**src/rtl/rv_pipe_ctrl_pkg.sv**
```systemverilog
`default_nettype none
// ============================================================================
// Module  : rv_pipe_ctrl_pkg
// Purpose : Shared types and constants for the RV32 pipeline scheduler.
//           Provides the scheduler FSM state encoding, the register
//           address width and the default scoreboard counter width.
// Ports   : none (package)
// Rev     : 1.0 - initial release
// ============================================================================
package rv_pipe_ctrl_pkg;

  localparam int REG_ADDR_W = 5;
  localparam int PEND_W     = 2;

  typedef enum logic [1:0] {
    RUN     = 2'd0,
    STALL   = 2'd1,
    BR_WAIT = 2'd2
  } sched_state_e;

endpackage
`default_nettype wire

```
**src/rtl/rv_scoreboard.sv**
```systemverilog
`default_nettype none
// ============================================================================
// Module  : rv_scoreboard
// Purpose : Per-register pending-write counters. A counter counts the
//           in-flight writers (S3..S5) of its register. x0 is never tracked.
// Ports   : clk, rst        - clock, asynchronous active-high reset
//           i_inc_en/i_inc_rd - writer issued into S3 for register i_inc_rd
//           i_dec_en/i_dec_rd - writer retired from S5 for register i_dec_rd
//           i_rs1/i_rs2     - lookup addresses
//           o_rs1_pend/o_rs2_pend - combinational pending counts
// Rev     : 1.0 - initial release
// ============================================================================
module rv_scoreboard #(
  parameter int NUM_REGS = 32,
  parameter int PEND_W   = 2
) (
  input  logic              clk,
  input  logic              rst,
  input  logic              i_inc_en,
  input  logic [4:0]        i_inc_rd,
  input  logic              i_dec_en,
  input  logic [4:0]        i_dec_rd,
  input  logic [4:0]        i_rs1,
  input  logic [4:0]        i_rs2,
  output logic [PEND_W-1:0] o_rs1_pend,
  output logic [PEND_W-1:0] o_rs2_pend
);

  import rv_pipe_ctrl_pkg::*;

  logic [PEND_W-1:0] w_pend [NUM_REGS];

  // x0 reads as never pending so a hardwired-zero source can never stall.
  assign w_pend[0] = '0;

  for (genvar gi = 1; gi < NUM_REGS; gi++) begin : g_reg
    logic              w_inc;
    logic              w_dec;
    logic [PEND_W-1:0] r_cnt;

    assign w_inc = i_inc_en && (i_inc_rd == REG_ADDR_W'(gi));
    assign w_dec = i_dec_en && (i_dec_rd == REG_ADDR_W'(gi));

    // Simultaneous issue and retire of the same register cancel out.
    always_ff @(posedge clk or posedge rst) begin
      if (rst) begin
        r_cnt <= '0;
      end else if (w_inc && !w_dec) begin
        r_cnt <= r_cnt + 1'b1;
      end else if (w_dec && !w_inc) begin
        r_cnt <= r_cnt - 1'b1;
      end
    end

    always_ff @(posedge clk) begin
      if (!rst) begin
        a_no_overflow: assert (!(w_inc && !w_dec && (r_cnt == {PEND_W{1'b1}})));
        a_no_underflow: assert (!(w_dec && !w_inc && (r_cnt == '0)));
      end
    end

    assign w_pend[gi] = r_cnt;
  end

  assign o_rs1_pend = w_pend[i_rs1];
  assign o_rs2_pend = w_pend[i_rs2];

endmodule
`default_nettype wire

```
**src/rtl/rv_pipe_ctrl.sv**
```systemverilog
`default_nettype none
// ============================================================================
// Module  : rv_pipe_ctrl
// Purpose : Pipeline scheduler for the 5-stage in-order RV32 core. Stalls
//           S2 on RAW hazards against the pending-write scoreboard and
//           freezes fetch from branch issue until the S4 redirect.
// Ports   : clk, rst            - clock, asynchronous active-high reset
//           i_dec_*             - S2 instruction description
//           i_br_resolve        - S4 control transfer, nextpc valid
//           i_wb_valid/i_wb_rd  - S5 register file write
//           o_pc_en, o_en_s1_s2, o_clr_s1_s2, o_clr_s2_s3 - pipeline controls
//           o_issue             - S2 instruction advances to S3
//           o_state             - FSM state (debug)
//           o_bubble_cnt        - cycles with a bubble injected into S3
// Rev     : 1.0 - initial release
// ============================================================================
module rv_pipe_ctrl #(
  parameter int NUM_REGS = 32,
  parameter int PEND_W   = 2
) (
  input  logic        clk,
  input  logic        rst,
  input  logic        i_dec_valid,
  input  logic [4:0]  i_dec_rs1,
  input  logic [4:0]  i_dec_rs2,
  input  logic        i_dec_rs1_used,
  input  logic        i_dec_rs2_used,
  input  logic [4:0]  i_dec_rd,
  input  logic        i_dec_reg_write,
  input  logic        i_dec_is_branch,
  input  logic        i_br_resolve,
  input  logic        i_wb_valid,
  input  logic [4:0]  i_wb_rd,
  output logic        o_pc_en,
  output logic        o_en_s1_s2,
  output logic        o_clr_s1_s2,
  output logic        o_clr_s2_s3,
  output logic        o_issue,
  output logic [1:0]  o_state,
  output logic [31:0] o_bubble_cnt
);

  import rv_pipe_ctrl_pkg::*;

  sched_state_e      r_state;
  sched_state_e      w_state_nxt;
  logic [31:0]       r_bubble_cnt;
  logic [PEND_W-1:0] w_rs1_pend;
  logic [PEND_W-1:0] w_rs2_pend;
  logic              w_hazard;
  logic              w_pc_en;
  logic              w_en_s1_s2;
  logic              w_clr_s1_s2;
  logic              w_clr_s2_s3;
  logic              w_issue;

  rv_scoreboard #(
    .NUM_REGS (NUM_REGS),
    .PEND_W   (PEND_W)
  ) u_scoreboard (
    .clk        (clk),
    .rst        (rst),
    .i_inc_en   (w_issue && i_dec_reg_write),
    .i_inc_rd   (i_dec_rd),
    .i_dec_en   (i_wb_valid),
    .i_dec_rd   (i_wb_rd),
    .i_rs1      (i_dec_rs1),
    .i_rs2      (i_dec_rs2),
    .o_rs1_pend (w_rs1_pend),
    .o_rs2_pend (w_rs2_pend)
  );

  // No write-through in the register file: a source retiring this very
  // cycle still reads stale data, so any non-zero count is a hazard.
  assign w_hazard = i_dec_valid &&
                    ((i_dec_rs1_used && (i_dec_rs1 != '0) && (w_rs1_pend != '0)) ||
                     (i_dec_rs2_used && (i_dec_rs2 != '0) && (w_rs2_pend != '0)));

  always_ff @(posedge clk or posedge rst) begin
    if (rst) begin
      r_state <= RUN;
    end else begin
      r_state <= w_state_nxt;
    end
  end

  always_comb begin
    w_state_nxt = r_state;
    w_pc_en     = 1'b0;
    w_en_s1_s2  = 1'b1;
    w_clr_s1_s2 = 1'b0;
    w_clr_s2_s3 = 1'b0;
    w_issue     = 1'b0;
    if (rst) begin
      w_state_nxt = RUN;
      w_en_s1_s2  = 1'b0;
      w_clr_s1_s2 = 1'b1;
      w_clr_s2_s3 = 1'b1;
    end else begin
      case (r_state)
        BR_WAIT: begin
          // Fetch stays frozen until S4 supplies the redirect target.
          w_pc_en     = i_br_resolve;
          w_en_s1_s2  = 1'b0;
          w_clr_s1_s2 = 1'b1;
          w_clr_s2_s3 = 1'b1;
          if (i_br_resolve) begin
            w_state_nxt = RUN;
          end
        end
        default: begin
          // RUN and STALL share behaviour; the unused encoding recovers here.
          if (w_hazard) begin
            w_en_s1_s2  = 1'b0;
            w_clr_s2_s3 = 1'b1;
            w_state_nxt = STALL;
          end else if (i_dec_valid && i_dec_is_branch) begin
            // Branch proceeds; the sequential fetch behind it is squashed.
            w_issue     = 1'b1;
            w_clr_s1_s2 = 1'b1;
            w_state_nxt = BR_WAIT;
          end else begin
            w_pc_en     = 1'b1;
            w_issue     = i_dec_valid;
            w_state_nxt = RUN;
          end
        end
      endcase
    end
  end

  always_ff @(posedge clk or posedge rst) begin
    if (rst) begin
      r_bubble_cnt <= '0;
    end else if (w_clr_s2_s3) begin
      r_bubble_cnt <= r_bubble_cnt + 32'd1;
    end
  end

  assign o_pc_en      = w_pc_en;
  assign o_en_s1_s2   = w_en_s1_s2;
  assign o_clr_s1_s2  = w_clr_s1_s2;
  assign o_clr_s2_s3  = w_clr_s2_s3;
  assign o_issue      = w_issue;
  assign o_state      = r_state;
  assign o_bubble_cnt = r_bubble_cnt;

endmodule
`default_nettype wire

```
**config.mk**
```make
export PLATFORM = sky130hd
export DESIGN_NAME = rv_pipe_ctrl
export DESIGN_NICKNAME = d
export VERILOG_FILES = /design/src/rtl/rv_pipe_ctrl_pkg.sv /design/src/rtl/rv_scoreboard.sv /design/src/rtl/rv_pipe_ctrl.sv
export SDC_FILE = /design/constraint.sdc
export NUM_CORES = 1
export LEC_CHECK = 0
export BUFFER_PORTS_ARGS = -buffer_cell sky130_fd_sc_hd__buf_2
export CORE_MARGIN = 2
export CORE_UTILIZATION = 53
export DETAILED_ROUTE_END_ITERATION = 16
export GPL_TIMING_DRIVEN = 0
export PLACE_DENSITY = 0.72
export SLEW_MARGIN = 10
export SYNTH_ARGS = -nofsm -noshare
export SYNTH_HDL_FRONTEND = slang
export SYNTH_SLANG_ARGS = --single-unit
```
**constraint.sdc**
```tcl
create_clock -name clk -period 3.4 [get_ports clk]
set_clock_uncertainty 0.2 [all_clocks]
set_input_delay 0 -clock clk [delete_from_list [all_inputs] [get_ports clk]]
set_output_delay 0 -clock clk [all_outputs]
set_load 0.1 [all_outputs]
```
; ---- After elaboration in Yosys (flattened, before gate mapping)
; Index checks and enable logic that the tools add are counted.
[totals]
in_bits = 29
word_cells = 484
out_inout_bits = 39
register_bits = 96
[classes]
n_bitwise = 2
add_sub_neg = 63
n_mux = 91
n_reduce_logical = 229
eq_ne = 64
magnitude_cmp = 2
[ops]
columns = op, n
row1 = "equality test 5 bit, second input constant", 32
row2 = 2-to-1 mux 2 bit, 71
row3 = logical AND 1 bit, 131
row4 = "equality test 5 x 4 -> 1 bit, second input constant", 16
row5 = nonzero test 2 bit, 33
row6 = "adder 2 x 1 -> 2 bit, second input constant", 31
row7 = zero test 1 bit, 62
row8 = "subtractor 2 x 1 -> 2 bit, second input constant", 31
row9 = "equality test 5 x 3 -> 1 bit, second input constant", 8
row10 = "adder 32 x 1 -> 32 bit, second input constant", 1
row11 = binary-select mux 2 bit (select 5 bit), 2
row12 = "equality test 5 x 2 -> 1 bit, second input constant", 4
row13 = 2-to-1 mux 1 bit, 18
row14 = ">= comparator 6 bit, second input constant", 2
row15 = inverter 5 -> 6 bit, 2
row16 = "equality test 5 x 1 -> 1 bit, second input constant", 2
row17 = nonzero test 5 bit, 2
row18 = "inequality test 3 bit, second input constant", 1
row19 = "equality test 2 bit, second input constant", 1
row20 = logical OR 1 bit, 1

; ---- Depth between registers and ports, before layout
[depth]
word_depth = 17
depth_mapped = 16
depth_no_buf = 12

; ---- By module
; From an unflattened synthesis, not the netlist that was laid out.
[hier_totals]
hier_cells = 570
hier_area_um2 = 6159.7
[by_module_without_submodules]
columns = module, area_each_um2, cells_each, instances, seq_area_each_um2
row1 = rv_scoreboard, 4372.9, 399, 1, 1551.5
row2 = rv_pipe_ctrl, 1786.7, 171, 1, 850.8

; ---- Worst setup path before layout
; No wires, ideal clock.
[synth_timing]
path_type = input -> output
start = input port rst
end = output port o_pc_en
arrival_ns = 4.454
setup_slack_ns = -1.254
t_required_ns = 3.200
cell_stages = 6
path_buffers = 2
cell_sequence = inv_1 > and2_2 > nand3_2 > buf_6 > buf_4 > o32ai_1
[synth_via]
elab_chain_len = 1
[synth_rtl]
columns = item, line
row1 = from (decl), rv_pipe_ctrl.sv:22  ; input logic rst,
row2 = 2-to-1 mux 1 bit, rv_pipe_ctrl.sv:94  ; if (rst) begin
row3 = to (decl), rv_pipe_ctrl.sv:34  ; output logic o_pc_en,
; No other way between the ends.

; ---- Worst setup path after layout
[layout_timing]
start = register u_scoreboard.g_reg[27].r_cnt[0]
end = register u_scoreboard.g_reg[4].r_cnt[1]
[layout_via]
elab_chain_len = 15
word_cells_on_any_way = 22
cone_classes = mux (10) / reduce/logical (12)
[layout_rtl]
columns = item, line
row1 = from (decl), rv_scoreboard.sv:39  ; logic [PEND_W-1:0] r_cnt;
row2 = from (signal assigned), rv_scoreboard.sv:49  ; r_cnt <= r_cnt + 1'b1;
row3 = from (signal assigned), rv_scoreboard.sv:51  ; r_cnt <= r_cnt - 1'b1;
row4 = binary-select mux 2 bit (select 5 bit) (on tied branches), "rv_scoreboard.sv:65, rv_scoreboard.sv:66"
row5 = 2-to-1 mux 2 bit (on tied branches) (2 in a row), "rv_scoreboard.sv:65, rv_scoreboard.sv:66"
row6 = nonzero test 2 bit (on tied branches), "rv_pipe_ctrl.sv:76, rv_pipe_ctrl.sv:77"
row7 = logical AND 1 bit (on tied branches), "rv_pipe_ctrl.sv:76, rv_pipe_ctrl.sv:77"
row8 = logical OR 1 bit *, rv_pipe_ctrl.sv:76  ; ((i_dec_rs1_used && (i_dec_rs1 != '0) && (w_rs1_pend != '0)) ||
row9 = logical AND 1 bit *, rv_pipe_ctrl.sv:75  ; assign w_hazard = i_dec_valid &&
row10 = 2-to-1 mux 1 bit *, rv_pipe_ctrl.sv:113  ; if (w_hazard) begin
row11 = 2-to-1 mux 1 bit *, rv_pipe_ctrl.sv:100  ; case (r_state)
row12 = 2-to-1 mux 1 bit *, rv_pipe_ctrl.sv:94
row13 = logical AND 1 bit *, rv_pipe_ctrl.sv:63  ; .i_inc_en (w_issue && i_dec_reg_write),
row14 = logical AND 1 bit *, rv_scoreboard.sv:41  ; assign w_inc = i_inc_en && (i_inc_rd == REG_ADDR_W'(gi));
row15 = zero test 1 bit, rv_scoreboard.sv:50  ; end else if (w_dec && !w_inc) begin
row16 = logical AND 1 bit, rv_scoreboard.sv:50
row17 = nonzero test 2 bit (no line), -
row18 = to (signal assigned), rv_scoreboard.sv:49
row19 = to (signal assigned), rv_scoreboard.sv:51
row20 = to (decl), rv_scoreboard.sv:39
; Every way passes the cells marked *; elsewhere a longest branch is shown, timed or not. The select of a mux whose other input is x is not followed.
; A chain may end at the register's enable or synchronous reset.

==> impl_metrics.yaml <==
timing:
  period_share_pct: 98.8
  worst_slew_pin_slew_ns: 0.887
  finalSetupViolations: 0
  finalCriticalPeriod_ns: 3.36
  fmaxAchievable_mhz: 298
  hold_viol_final: 0
  timing.hold.ws_ns: 0.0521
  slew-limit-headroom_pct: 40.7
  rsz0062_at_grt: "true"
  maxSlewViolCount: 0
clock_tree:
  clockBufferDepth: 2
  cts-root-buf: "clkbuf_8"
  cts_made_buffers: 9
  cts_tree: "yes"
  cts_sinks: 96
  worstSkewPairLatency_ns: 0.38
  htreeDepth: 3
  clk_pin_slew_ns: 0.10
grt:
  grt_max_degree: 33
  grt_pass1_wl_um: 24000
  grt_usage_pct: 27.1
  grt_pass1_vias: 4728
  overflow: 0
  antenna_found_initial: 0
drt:
  dr.pass1.iters: 5
  routedWlPerCell_um: 18.4
  drt-vias-per-instance: 5.76
  drc: 0
  route.antenna.remaining_nets: 0
  num_vias: 4864
  drtIter0Drc: 368
  wl_um: 15600
die:
  die_w_um: 108
  ios: 68
  placementRows: 37
  fp.dieH_um: 108
  start_util_pct: 55.0
  die-area_sq_um: 11700
  core_area_sq_um: 10400
worst_hold_path:
  min_from: "i_dec_is_branch"
  hp-class: "in2reg"
logic_synthesis:
  synth_seq_area_share_pct: 41.9
  synth_async_sr_flop_share_pct: 100
  synth_edf_count: 0
  yosys_warnings: 0
  ys.flop_type: "dfrtp_1"
  ys_seq_elements: 96
  syn_area_per_cell_sq_um: 9.69
  netlist_instances: 591
  syn_nets: 652
  synth.distinct_cells: 48
  synth_area_sq_um: 5730
flow_run:
  max_cap_viol_count: 0
placement:
  place_hpwl_um: 11200
  port_buffers: 66
  place_congestion: 0.986
  placed_area_sq_um: 6300
setup_path:
  path_class: "reg2reg"
  crit_start: "u_scoreboard.g_reg[27].r_cnt[0]$_DFFE_PP0P_"
  cpPeakStageDelay_ns: 0.43
  crit_required_ns: 3.46
  cp_cell_sequence: "nor2_2 -> a211oi_2 -> nor4_2 -> nand3_1 -> nand4_1 -> nand3_2 -> or3_1 -> buf_6 -> buf_12 -> nor3_1 -> ha_1 -> xor2_1 -> nor2_1 -> xor2_1"
  cp_max_fo: 10
  crit_slowest_cell: "dfrtp_1"
  end_kind: "flip-flop"
  worst_r2r_startpoint: "u_scoreboard.g_reg[27].r_cnt[0]$_DFFE_PP0P_"
  arrival_ns: 3.42
  path_common_cell: "xor2_1"
  crit_path_start_kind: "flip-flop"
final_layout:
  areaGrowthSynthToFinish_pct: 21.9
  layout.nets: 764
  drive_gt1_share_pct: 25.7
  fin_area_sq_um: 6980
run_status:
  status: "finished clean"
power:
  vdd_ir_drop_max_uv: 380
  total_leakage_power_uw: 0.00317
  power.density_nw_per_um2: 653
[critical path: cells and delay by family, from the launching register on]
family	cells	cell delay, ns
AO/OA/AOI/OAI	1	0.10
XOR/XNOR	2	0.30
adder cells (fa/ha/maj)	1	0.20
buffers and inverters	2	0.30
flip-flops	1	0.43
AND/OR/NAND/NOR	8	1.71
[layout make-up]
type,instances,area [sq um]
clock inverter,5,40.0
sequential,96,2410
clock buffer,11,131
tap,136,170
buffer,24,174
multi-input combinational,460,3350
timing repair buffer,101,653
antenna,1,2.50
inverter,11,45.0
fill,836,3430
[per-layer routing]
layer | share of wire, % | GRT usage [%]
met1 | 43 | 36.6
met2 | 49 | 43.6
met3 | 5.9 | 4.34
met4 | 2.3 | 11.6
met5 | 0 | 0
[sequential cells by signal, indices dropped and copies added (netlist names)]
name	count
u_scoreboard.g.r_cnt	62
o_bubble_cnt	32
o_state	2
[synth_stat cells (5+ instances only)]
master | instances | share of area [%]
o21ai_0 | 5 | 0.44
a2111oi_0 | 10 | 1.5
nor2b_1 | 5 | 0.55
buf_6 | 7 | 1.4
nor3_1 | 38 | 3.3
nand4_1 | 18 | 2.0
and2_1 | 6 | 0.66
clkbuf_1 | 7 | 0.46
buf_4 | 5 | 0.66
nor2_1 | 76 | 5.0
nand2b_1 | 9 | 0.98
inv_1 | 11 | 0.72
nand2_1 | 52 | 3.4
xor2_1 | 64 | 9.8
ha_1 | 32 | 7.0
and3_1 | 14 | 1.5
nor4_1 | 8 | 0.87
xnor2_1 | 60 | 9.2
a211oi_1 | 5 | 0.66
dfrtp_1 | 96 | 42
nand3_1 | 18 | 1.6
[report_power, final]
part / switching, uW / internal [uW]
Clock: 425 / 272
Combinational: 1030 / 749
Sequential: 514 / 1570
[what timing repair did]
action,4_1_cts,5_1_grt
gates resized for setup,9,55
setup buffers,1,22
hold buffers,9,0
endpoints found under the hold margin,104,0
pin swaps,4,19
endpoints found under the setup margin,48,50
[cell families (layout without fill, tap and decap cells)]
logic type      Yosys count  in the layout  synth area share (%)
simple gates            258            258                  21.6
xor+xnor                124            124                  19.0
flops                    96             96                  41.9
compound gates           42             42                  5.66
buf+inv                  35            152                  3.60
fa+ha+maj                32             32                  6.99
mux                       4              4                  1.25
other cells               0              1                     0
[cell usage in the layout (no fill, tap or decap), drive strengths merged, types with 18 or more instances in the layout]
cell	synthesis	final
nand2	52	52
dfrtp	96	96
xnor2	60	60
nor3	38	38
nor2	76	76
clkbuf	7	18
nand3	19	19
buf	17	109
nand4	18	18
xor2	64	64
ha	32	32
[path summary, 6_finish.rpt]
path	end	slack, ns	depth (start not counted)
max reg2reg	u_scoreboard.g_reg[4].r_cnt[1]$_DFFE_PP0P_	0.04	14
min reg2reg	u_scoreboard.g_reg[7].r_cnt[1]$_DFFE_PP0P_	0.27	1
min	o_state[1]$_DFFE_PP0P_	0.05	5
max	u_scoreboard.g_reg[4].r_cnt[1]$_DFFE_PP0P_	0.04	14
min in group asynchronous	o_bubble_cnt[13]$_DFFE_PP0N_	0.09	4
max in group asynchronous	o_bubble_cnt[2]$_DFFE_PP0N_	2.07	4
[per-stage QoR]
stage	utilization [%]	setup TNS [ns]	total power (uW)	setup WS (ns)	instances
finish	67.1	0	4560	0.0406	845
global route	67.0	-1.13	4800	-0.127	844
CTS	63.5	0	4280	0.00171	822
detailed placement	60.5	-5.11	3540	-0.321	796
global placement	59.9	-50.25	3480	-0.796	793
floorplan	-	0	3140	0.0458	591
(Power assumes the default switching activity.)
